**config.mk**
```make
export PLATFORM = sky130hd
export DESIGN_NAME = l1a_ring_buf_ctrl_flat
export DESIGN_NICKNAME = d
export VERILOG_FILES = /design/src/rtl/l1a_ring_buf_ctrl_pkg.sv /design/src/rtl/l1a_ring_buf_ctrl_if.sv /design/src/rtl/l1a_ring_buf_ctrl_trig_queue.sv /design/src/rtl/l1a_ring_buf_ctrl.sv /design/src/flat_wrapper.sv
export SDC_FILE = /design/constraint.sdc
export NUM_CORES = 1
export LEC_CHECK = 0
export ABC_AREA = 1
export BUFFER_PORTS_ARGS = -buffer_cell sky130_fd_sc_hd__clkbuf_2
export CORE_AREA = 8 8 416 418
export CTS_CLUSTER_DIAMETER = 80
export DETAILED_ROUTE_END_ITERATION = 8
export DIE_AREA = 0 0 424 426
export PLACE_DENSITY = 0.33
export SETUP_SLACK_MARGIN = 0.5
export SYNTH_ARGS = -nofsm -noshare
export SYNTH_HDL_FRONTEND = slang
export SYNTH_SLANG_ARGS = --single-unit
```
**constraint.sdc**
```tcl
create_clock -name clk -period 2.75 [get_ports clk]
set_input_delay 0.55 -clock clk [delete_from_list [all_inputs] [get_ports clk]]
set_output_delay 0.55 -clock clk [all_outputs]
set_load 0.01 [all_outputs]
```
**src/rtl/l1a_ring_buf_ctrl_pkg.sv**
```systemverilog
// Shared types for the L1A ring-buffer readout controller.
// Holds the readout FSM state encoding and the drop counter width.
package l1a_rb_pkg;

  typedef enum logic {
    RB_IDLE,
    RB_READ
  } rb_state_t;

  localparam int DROP_CNT_W = 16;

endpackage

```
**src/rtl/l1a_ring_buf_ctrl_if.sv**
```systemverilog
// Dual-port block RAM bus between the readout controller and blk_mem.
// master: controller (drives ports A/B, samples ram_dob); slave: RAM.
interface l1a_ring_buf_ctrl_if #(
  parameter int AW = 10,
  parameter int DW = 256
);
  logic          ram_ena;
  logic          ram_wea;
  logic [AW-1:0] ram_addra;
  logic [DW-1:0] ram_dia;
  logic          ram_enb;
  logic          ram_web;
  logic [AW-1:0] ram_addrb;
  logic [DW-1:0] ram_dob;

  modport master (
    output ram_ena, ram_wea, ram_addra, ram_dia,
    output ram_enb, ram_web, ram_addrb,
    input  ram_dob
  );

  modport slave (
    input  ram_ena, ram_wea, ram_addra, ram_dia,
    input  ram_enb, ram_web, ram_addrb,
    output ram_dob
  );
endinterface

```
**src/rtl/l1a_ring_buf_ctrl_trig_queue.sv**
```systemverilog
// Trigger queue: synchronous QD x AW FIFO of window start addresses.
// Ports: push/wdata in, pop in, rdata = head, full/empty status.
module trig_queue #(
  parameter int AW = 10,
  parameter int QD = 4
) (
  input  logic          clk,
  input  logic          rst,
  input  logic          push,
  input  logic          pop,
  input  logic [AW-1:0] wdata,
  output logic [AW-1:0] rdata,
  output logic          full,
  output logic          empty
);

  localparam int PW = $clog2(QD);

  logic [AW-1:0] mem [QD];
  logic [PW-1:0] wp;
  logic [PW-1:0] rp;
  logic [PW:0]   cnt;

  assign full  = (cnt == (PW+1)'(QD));
  assign empty = (cnt == '0);
  assign rdata = mem[rp];

  always_ff @(posedge clk) begin
    if (rst) begin
      wp  <= '0;
      rp  <= '0;
      cnt <= '0;
    end else begin
      if (push) wp <= wp + PW'(1);
      if (pop)  rp <= rp + PW'(1);
      if (push && !pop)
        cnt <= cnt + (PW+1)'(1);
      else if (pop && !push)
        cnt <= cnt - (PW+1)'(1);
    end
  end

  // Head is read combinationally before the edge, so a
  // push+pop on a full queue overwrites the slot just consumed.
  always_ff @(posedge clk) begin
    if (push) mem[wp] <= wdata;
  end

endmodule

```
**src/rtl/l1a_ring_buf_ctrl.sv**
```systemverilog
// Circular latency buffer write/readout controller for a dual-port RAM.
// Ports: din/din_valid, l1a, ram bus, dout/valid/first/last, busy, drops.
module l1a_ring_buf_ctrl
  import l1a_rb_pkg::*;
#(
  parameter int AW      = 10,
  parameter int DW      = 256,
  parameter int LATENCY = 64,
  parameter int WIN     = 3,
  parameter int QD      = 4
) (
  input  logic                  clk,
  input  logic                  rst,
  input  logic [DW-1:0]         din,
  input  logic                  din_valid,
  input  logic                  l1a,
  l1a_ring_buf_ctrl_if.master   ram,
  output logic [DW-1:0]         dout,
  output logic                  dout_valid,
  output logic                  dout_first,
  output logic                  dout_last,
  output logic                  busy,
  output logic                  trig_overflow,
  output logic [DROP_CNT_W-1:0] drop_cnt
);

  localparam int KW = (WIN > 1) ? $clog2(WIN) : 1;
  localparam logic [KW-1:0] K_LAST = KW'(WIN - 1);

  if (LATENCY < WIN) begin : g_bad_lat
    $fatal(1, "LATENCY must be >= WIN");
  end
  if (LATENCY + QD * WIN + 2 >= (1 << AW)) begin : g_bad_depth
    $fatal(1, "buffer too shallow for LATENCY/QD/WIN");
  end
  if (QD < 2 || (QD & (QD - 1)) != 0) begin : g_bad_qd
    $fatal(1, "QD must be a power of 2, >= 2");
  end

  rb_state_t     state;
  logic [AW-1:0] wr_ptr;
  logic [AW-1:0] rd_addr;
  logic [AW-1:0] q_start;
  logic [KW-1:0] k;
  logic          q_full;
  logic          q_empty;
  logic          pop;
  logic          push;
  logic          at_last;

  assign at_last = (state == RB_READ) && (k == K_LAST);
  assign pop  = !rst && !q_empty && ((state == RB_IDLE) || at_last);
  assign push = !rst && l1a && (!q_full || pop);

  trig_queue #(
    .AW(AW),
    .QD(QD)
  ) u_queue (
    .clk  (clk),
    .rst  (rst),
    .push (push),
    .pop  (pop),
    .wdata(wr_ptr - AW'(LATENCY)),
    .rdata(q_start),
    .full (q_full),
    .empty(q_empty)
  );

  assign ram.ram_ena   = din_valid;
  assign ram.ram_wea   = din_valid;
  assign ram.ram_addra = wr_ptr;
  assign ram.ram_dia   = din;
  assign ram.ram_enb   = (state == RB_READ);
  assign ram.ram_web   = 1'b0;
  assign ram.ram_addrb = rd_addr;
  assign dout          = ram.ram_dob;
  assign busy          = (state != RB_IDLE) || !q_empty;

  always_ff @(posedge clk) begin
    if (rst)
      wr_ptr <= '0;
    else if (din_valid)
      wr_ptr <= wr_ptr + AW'(1);
  end

  always_ff @(posedge clk) begin
    if (rst) begin
      state      <= RB_IDLE;
      rd_addr    <= '0;
      k          <= '0;
      dout_valid <= 1'b0;
      dout_first <= 1'b0;
      dout_last  <= 1'b0;
    end else begin
      dout_valid <= (state == RB_READ);
      dout_first <= (state == RB_READ) && (k == '0);
      dout_last  <= at_last;
      unique case (state)
        RB_IDLE: begin
          if (pop) begin
            state   <= RB_READ;
            rd_addr <= q_start;
            k       <= '0;
          end
        end
        RB_READ: begin
          if (at_last && pop) begin
            rd_addr <= q_start;
            k       <= '0;
          end else if (at_last) begin
            state   <= RB_IDLE;
            rd_addr <= rd_addr + AW'(1);
            k       <= '0;
          end else begin
            rd_addr <= rd_addr + AW'(1);
            k       <= k + KW'(1);
          end
        end
        default: state <= RB_IDLE;
      endcase
    end
  end

  always_ff @(posedge clk) begin
    if (rst) begin
      trig_overflow <= 1'b0;
      drop_cnt      <= '0;
    end else if (l1a && !push) begin
      trig_overflow <= 1'b1;
      if (drop_cnt != '1)
        drop_cnt <= drop_cnt + DROP_CNT_W'(1);
    end
  end

endmodule

```
**src/flat_wrapper.sv**
```systemverilog
// flat-port wrapper written by rule: the top's interface ports become plain ports
module l1a_ring_buf_ctrl_flat import l1a_rb_pkg::*;
#(
  parameter int AW      = 10,
  parameter int DW      = 256,
  parameter int LATENCY = 64,
  parameter int WIN     = 3,
  parameter int QD      = 4
)
  (clk, rst, din, din_valid, l1a, dout, dout_valid, dout_first, dout_last, busy, trig_overflow, drop_cnt, ram_ram_ena, ram_ram_wea, ram_ram_addra, ram_ram_dia, ram_ram_enb, ram_ram_web, ram_ram_addrb, ram_ram_dob);
  l1a_ring_buf_ctrl_if #(.AW(AW), .DW(DW)) ram_i ();
  input  logic clk;
  input  logic rst;
  input  logic [DW-1:0] din;
  input  logic din_valid;
  input  logic l1a;
  output logic [DW-1:0] dout;
  output logic dout_valid;
  output logic dout_first;
  output logic dout_last;
  output logic busy;
  output logic trig_overflow;
  output logic [DROP_CNT_W-1:0] drop_cnt;
  output wire logic [$bits(ram_i.ram_ena)-1:0] ram_ram_ena;
  output wire logic [$bits(ram_i.ram_wea)-1:0] ram_ram_wea;
  output wire logic [$bits(ram_i.ram_addra)-1:0] ram_ram_addra;
  output wire logic [$bits(ram_i.ram_dia)-1:0] ram_ram_dia;
  output wire logic [$bits(ram_i.ram_enb)-1:0] ram_ram_enb;
  output wire logic [$bits(ram_i.ram_web)-1:0] ram_ram_web;
  output wire logic [$bits(ram_i.ram_addrb)-1:0] ram_ram_addrb;
  input wire logic [$bits(ram_i.ram_dob)-1:0] ram_ram_dob;
  assign ram_ram_ena = ram_i.ram_ena;
  assign ram_ram_wea = ram_i.ram_wea;
  assign ram_ram_addra = ram_i.ram_addra;
  assign ram_ram_dia = ram_i.ram_dia;
  assign ram_ram_enb = ram_i.ram_enb;
  assign ram_ram_web = ram_i.ram_web;
  assign ram_ram_addrb = ram_i.ram_addrb;
  assign ram_i.ram_dob = ram_ram_dob;
  l1a_ring_buf_ctrl #(.AW(AW), .DW(DW), .LATENCY(LATENCY), .WIN(WIN), .QD(QD)) u_core (.clk(clk), .rst(rst), .din(din), .din_valid(din_valid), .l1a(l1a), .ram(ram_i), .dout(dout), .dout_valid(dout_valid), .dout_first(dout_first), .dout_last(dout_last), .busy(busy), .trig_overflow(trig_overflow), .drop_cnt(drop_cnt));
endmodule
```
==> summary.md <==
| Metric | Value |
|---|---|
| Mapped Cells | 1031 |
| CTS tree | done |
| TritonCTS Buffers | 9 |
| IO Port Bufs | 47 |
| Final #Nets | roughly 1100 |
| Max FO, Critical Path | 8 |
| N_diodes | 0 |
| # fillers | 19816 |
| Tot GR Track Use | under 10% |
| Seq/Total Area, Yosys | 27.2% |
| Clock buffer depth | 2 |
| Status | finished, final reports clean |
| Worst skew pair latency | 0.35 ns |
| Primary FF master, synth | dfxtp_1 |
| Antenna-violating nets left | 0 |
| Design area | 7700 sq um |
| Syn Nets | ~1600 |
| Die area | 181000 sq um |
| Post-synth cell types | 38 |
| Final Cycle Share | between 70% and 80% |
| Critical path type | reg -> reg |
| Vias in the first global route | 4473 |
| Post-route setup TNS | 0 ns |
| Slew HR | between 60% and 70% |
| Final setup viols | 0 |
| Yosys synthesis warning count | 0 |
| Clk sinks | 92 |
| DRT iter0 DRCs | 282 |
| Reported max-cap violation count | 0 |
| # IOs | between 1000 and 1500 |
| PD cells | 557 nW/um^2 |
| CTS clk-pin slew, worst paths | 0.06 ns |
| Gr ovfl total | 0 |
| Overall routed net length | 85900 um |
| GPL Wtd Cong | 0.689 |
| Slew Viols, Final | 0 |
| # DRC | 0 |
| Switch Pwr | between 1500 and 2000 uW |
| Startpoint types | flop |
| DP Area | roughly 7400 sq um |
| Sw Ratio | ~37% |
| CTS H-tree depth | 3 |
| Clock power frac | 28.7% |
| Multi-input gate area | 1840 sq um |
| Root buf cell | clkbuf_16 |
| Worst IR Drop VDD | a little under 0.3 mV |
| Post-synth EDFFs | 40 |
| Worst slack, placed | between 0.3 and 0.4 ns |
| Post-synthesis async set-or-reset flop share | 0% |
| Vias per cell | 1.68 |
| Detailed Place HPWL | roughly 80000 um |
| Worst-Margin Slew | 0.529 ns |
| Die width | 424 um |
| Antenna violations before repair | 0 |
| Comb pwr share | 30.5% |
| RSZ-0062 raised after global routing | true |
| Core area | 166000 sq um |
| Syn avg cell area | 7.99 sq um |
| Post-Syn Area | 8240 sq um |
| P_int | 2680 uW |
| Post-synthesis register bit count | 92 |
| CP Capture Type | flop |
| Final setup margin | 0.612 ns |
| Layout area overhead | -6.57% |
| Endpoints failing hold | 0 |
| Pin count of the biggest net entering global routing | 24 |
| Register area | 2240 sq um |
| Wire per inst | 30.9 um |
| Effective utilization at floorplan | 4.96% |
| Proportion of layout cells with a drive suffix above 1 | 18.1% |
| Num rows | 150 |
| Die extent in y | 426 um |
| Max frequency | 0.468 GHz |
| DR vias | 4655 |
| Leakage | 0.00201 uW |
| Worst Path Arrival | around 2.4 ns |
| CP required | 2.98 ns |
| First-pass DRT Iterations | 4 |
| Global-route wire length before repair | 95600 um |
| Minimum clock period | 2.14 ns |
| Sequential power share | between 40% and 50% |
| Skew final | 0.0147 ns |
| Worst hold path class | reg -> reg |
-- path summary, 6_finish.rpt --
path                                             from               endpoint  slack [ns]  cells past startpoint
worst max-delay path            u_core.u_queue.cnt[1]  u_core.u_queue.cnt[2]        0.61                     13
worst min-delay path             u_core.trig_overflow   u_core.trig_overflow        0.48                      2
worst max register to register  u_core.u_queue.cnt[1]  u_core.u_queue.cnt[2]        0.61                     13
worst min register to register   u_core.trig_overflow   u_core.trig_overflow        0.48                      2
-- cell families after synthesis --
group                    count (synthesis)  synth area share, %
AO/OA/AOI/OAI                           95                 6.24
XOR/XNOR                                10                 1.06
adder cells (fa/ha/maj)                 11                 1.76
buffers and inverters                  591                 50.8
flip-flops                              92                 27.2
other                                    1               0.0455
AND/OR/NAND/NOR                        231                 12.9
-- routing by layer --
| layer | GRT usage, % | part of all wire, % | wire length (um) |
|---|---|---|---|
| met1 | 4.02 | 16 | 13500 |
| met2 | 16.0 | 51 | 43600 |
| met3 | 13.0 | 30 | 26100 |
| met4 | 2.30 | 2.9 | 2460 |
| met5 | 1.18 | 0.28 | 241 |
-- registers in the layout (all words and copies together) (netlist names), named ones only --
register and count:
u_core.drop_cnt 16, u_core.k 2, u_core.ram.ram_enb 1, u_core.u_queue.mem 40, u_core.ram.ram_addrb 10, u_core.u_queue.wp 2, u_core.dout_last 1, u_core.ram.ram_addra 10
u_core.u_queue.cnt 3, u_core.dout_valid 1, u_core.u_queue.rp 2, u_core.dout_first 1, u_core.trig_overflow 1
-- power by group through the flow --
stage               registers (uW)  logic (uW)  clock network, uW
detailed placement            1770        1290                  0
CTS                           1740        1300               1300
finish                        1750        1310               1230
floorplan                     1760        1520                  0
global route                  1770        1480               1340
global placement              1770        1300                  0
-- synthesized netlist by cell type (2+ instances only) --
library cell  instances  share of area, %
nand2_2               5              0.38
nand3_4               2              0.43
nor2_2                2              0.15
nand3b_1              3              0.27
buf_4               522                48
nand3_1              37               2.2
clkbuf_1             10              0.46
o22ai_1               7              0.53
xnor2_1               4              0.43
buf_2                 2              0.12
inv_1                52               2.4
o21a_1                2              0.18
ha_1                 10               1.5
inv_2                 2             0.091
nand2_1              99               4.5
o21ai_0              38               2.3
dfxtp_1              52                13
a31oi_1               4              0.30
nor2_1               58               2.6
clkinv_1              2             0.091
nor3_1                5              0.30
edfxtp_1             40                15
a21oi_1              40               2.4
xor2_1                6              0.64
nand4_1              13              0.99
nor2_4                2              0.27
-- layout by cell type, fill, tap and decap left out, drive strengths merged, types with 2 or more instances in the layout --
master,netlist,final
nor3,5,5
a21oi,41,41
a31oi,4,4
dfxtp,52,52
nor2,62,62
clkbuf,10,58
nand3b,3,3
edfxtp,40,40
clkinv,2,5
ha,10,10
xnor2,4,4
o21a,2,2
buf,525,16
o21ai,38,38
nand4,14,14
nand3,40,40
o22ai,7,7
xor2,6,6
inv,54,55
nand2,105,105
-- worst max-delay path: stages, from the launching register on --
cell,delay [ns]
dfxtp_1,0.40
nor2_1,0.10
nand2_2,0.11
nand3_4,0.14
nand2_4,0.12
nand2_4,0.04
inv_1,0.05
ha_1,0.14
inv_1,0.08
fa_2,0.40
a21oi_2,0.14
o21ai_1,0.11
o21ai_1,0.15
a21oi_1,0.05
-- per-stage QoR --
step / hold slack, ns / total power [uW] / instances / util [%]
after global routing: 0.493 / 4590 / 2779 / 4.63
after floorplan: 0.456 / 3280 / 1031 / -
after global placement: 0.477 / 3070 / 2759 / 4.43
final: 0.481 / 4280 / 2779 / 4.63
after CTS: 0.480 / 4330 / 2775 / 4.60
after detailed placement: 0.463 / 3060 / 2759 / 4.43
-- layout make-up --
class / instances / area share (%)
Clock buffer: 11 / 3.28
Clock inverter: 5 / 0.471
Inverter: 56 / 2.81
Multi-Input combinational cell: 348 / 23.9
Sequential cell: 92 / 29.1
Tap cell: 2204 / 35.8
Timing Repair Buffer: 63 / 4.62
-- what timing repair did --
item	CTS	global route
resized for setup	1	5
hold buffers	0	0
setup buffers	0	4
endpoints found under the setup margin	1	2
pin swaps	0	1
(Power assumes the default switching activity.)
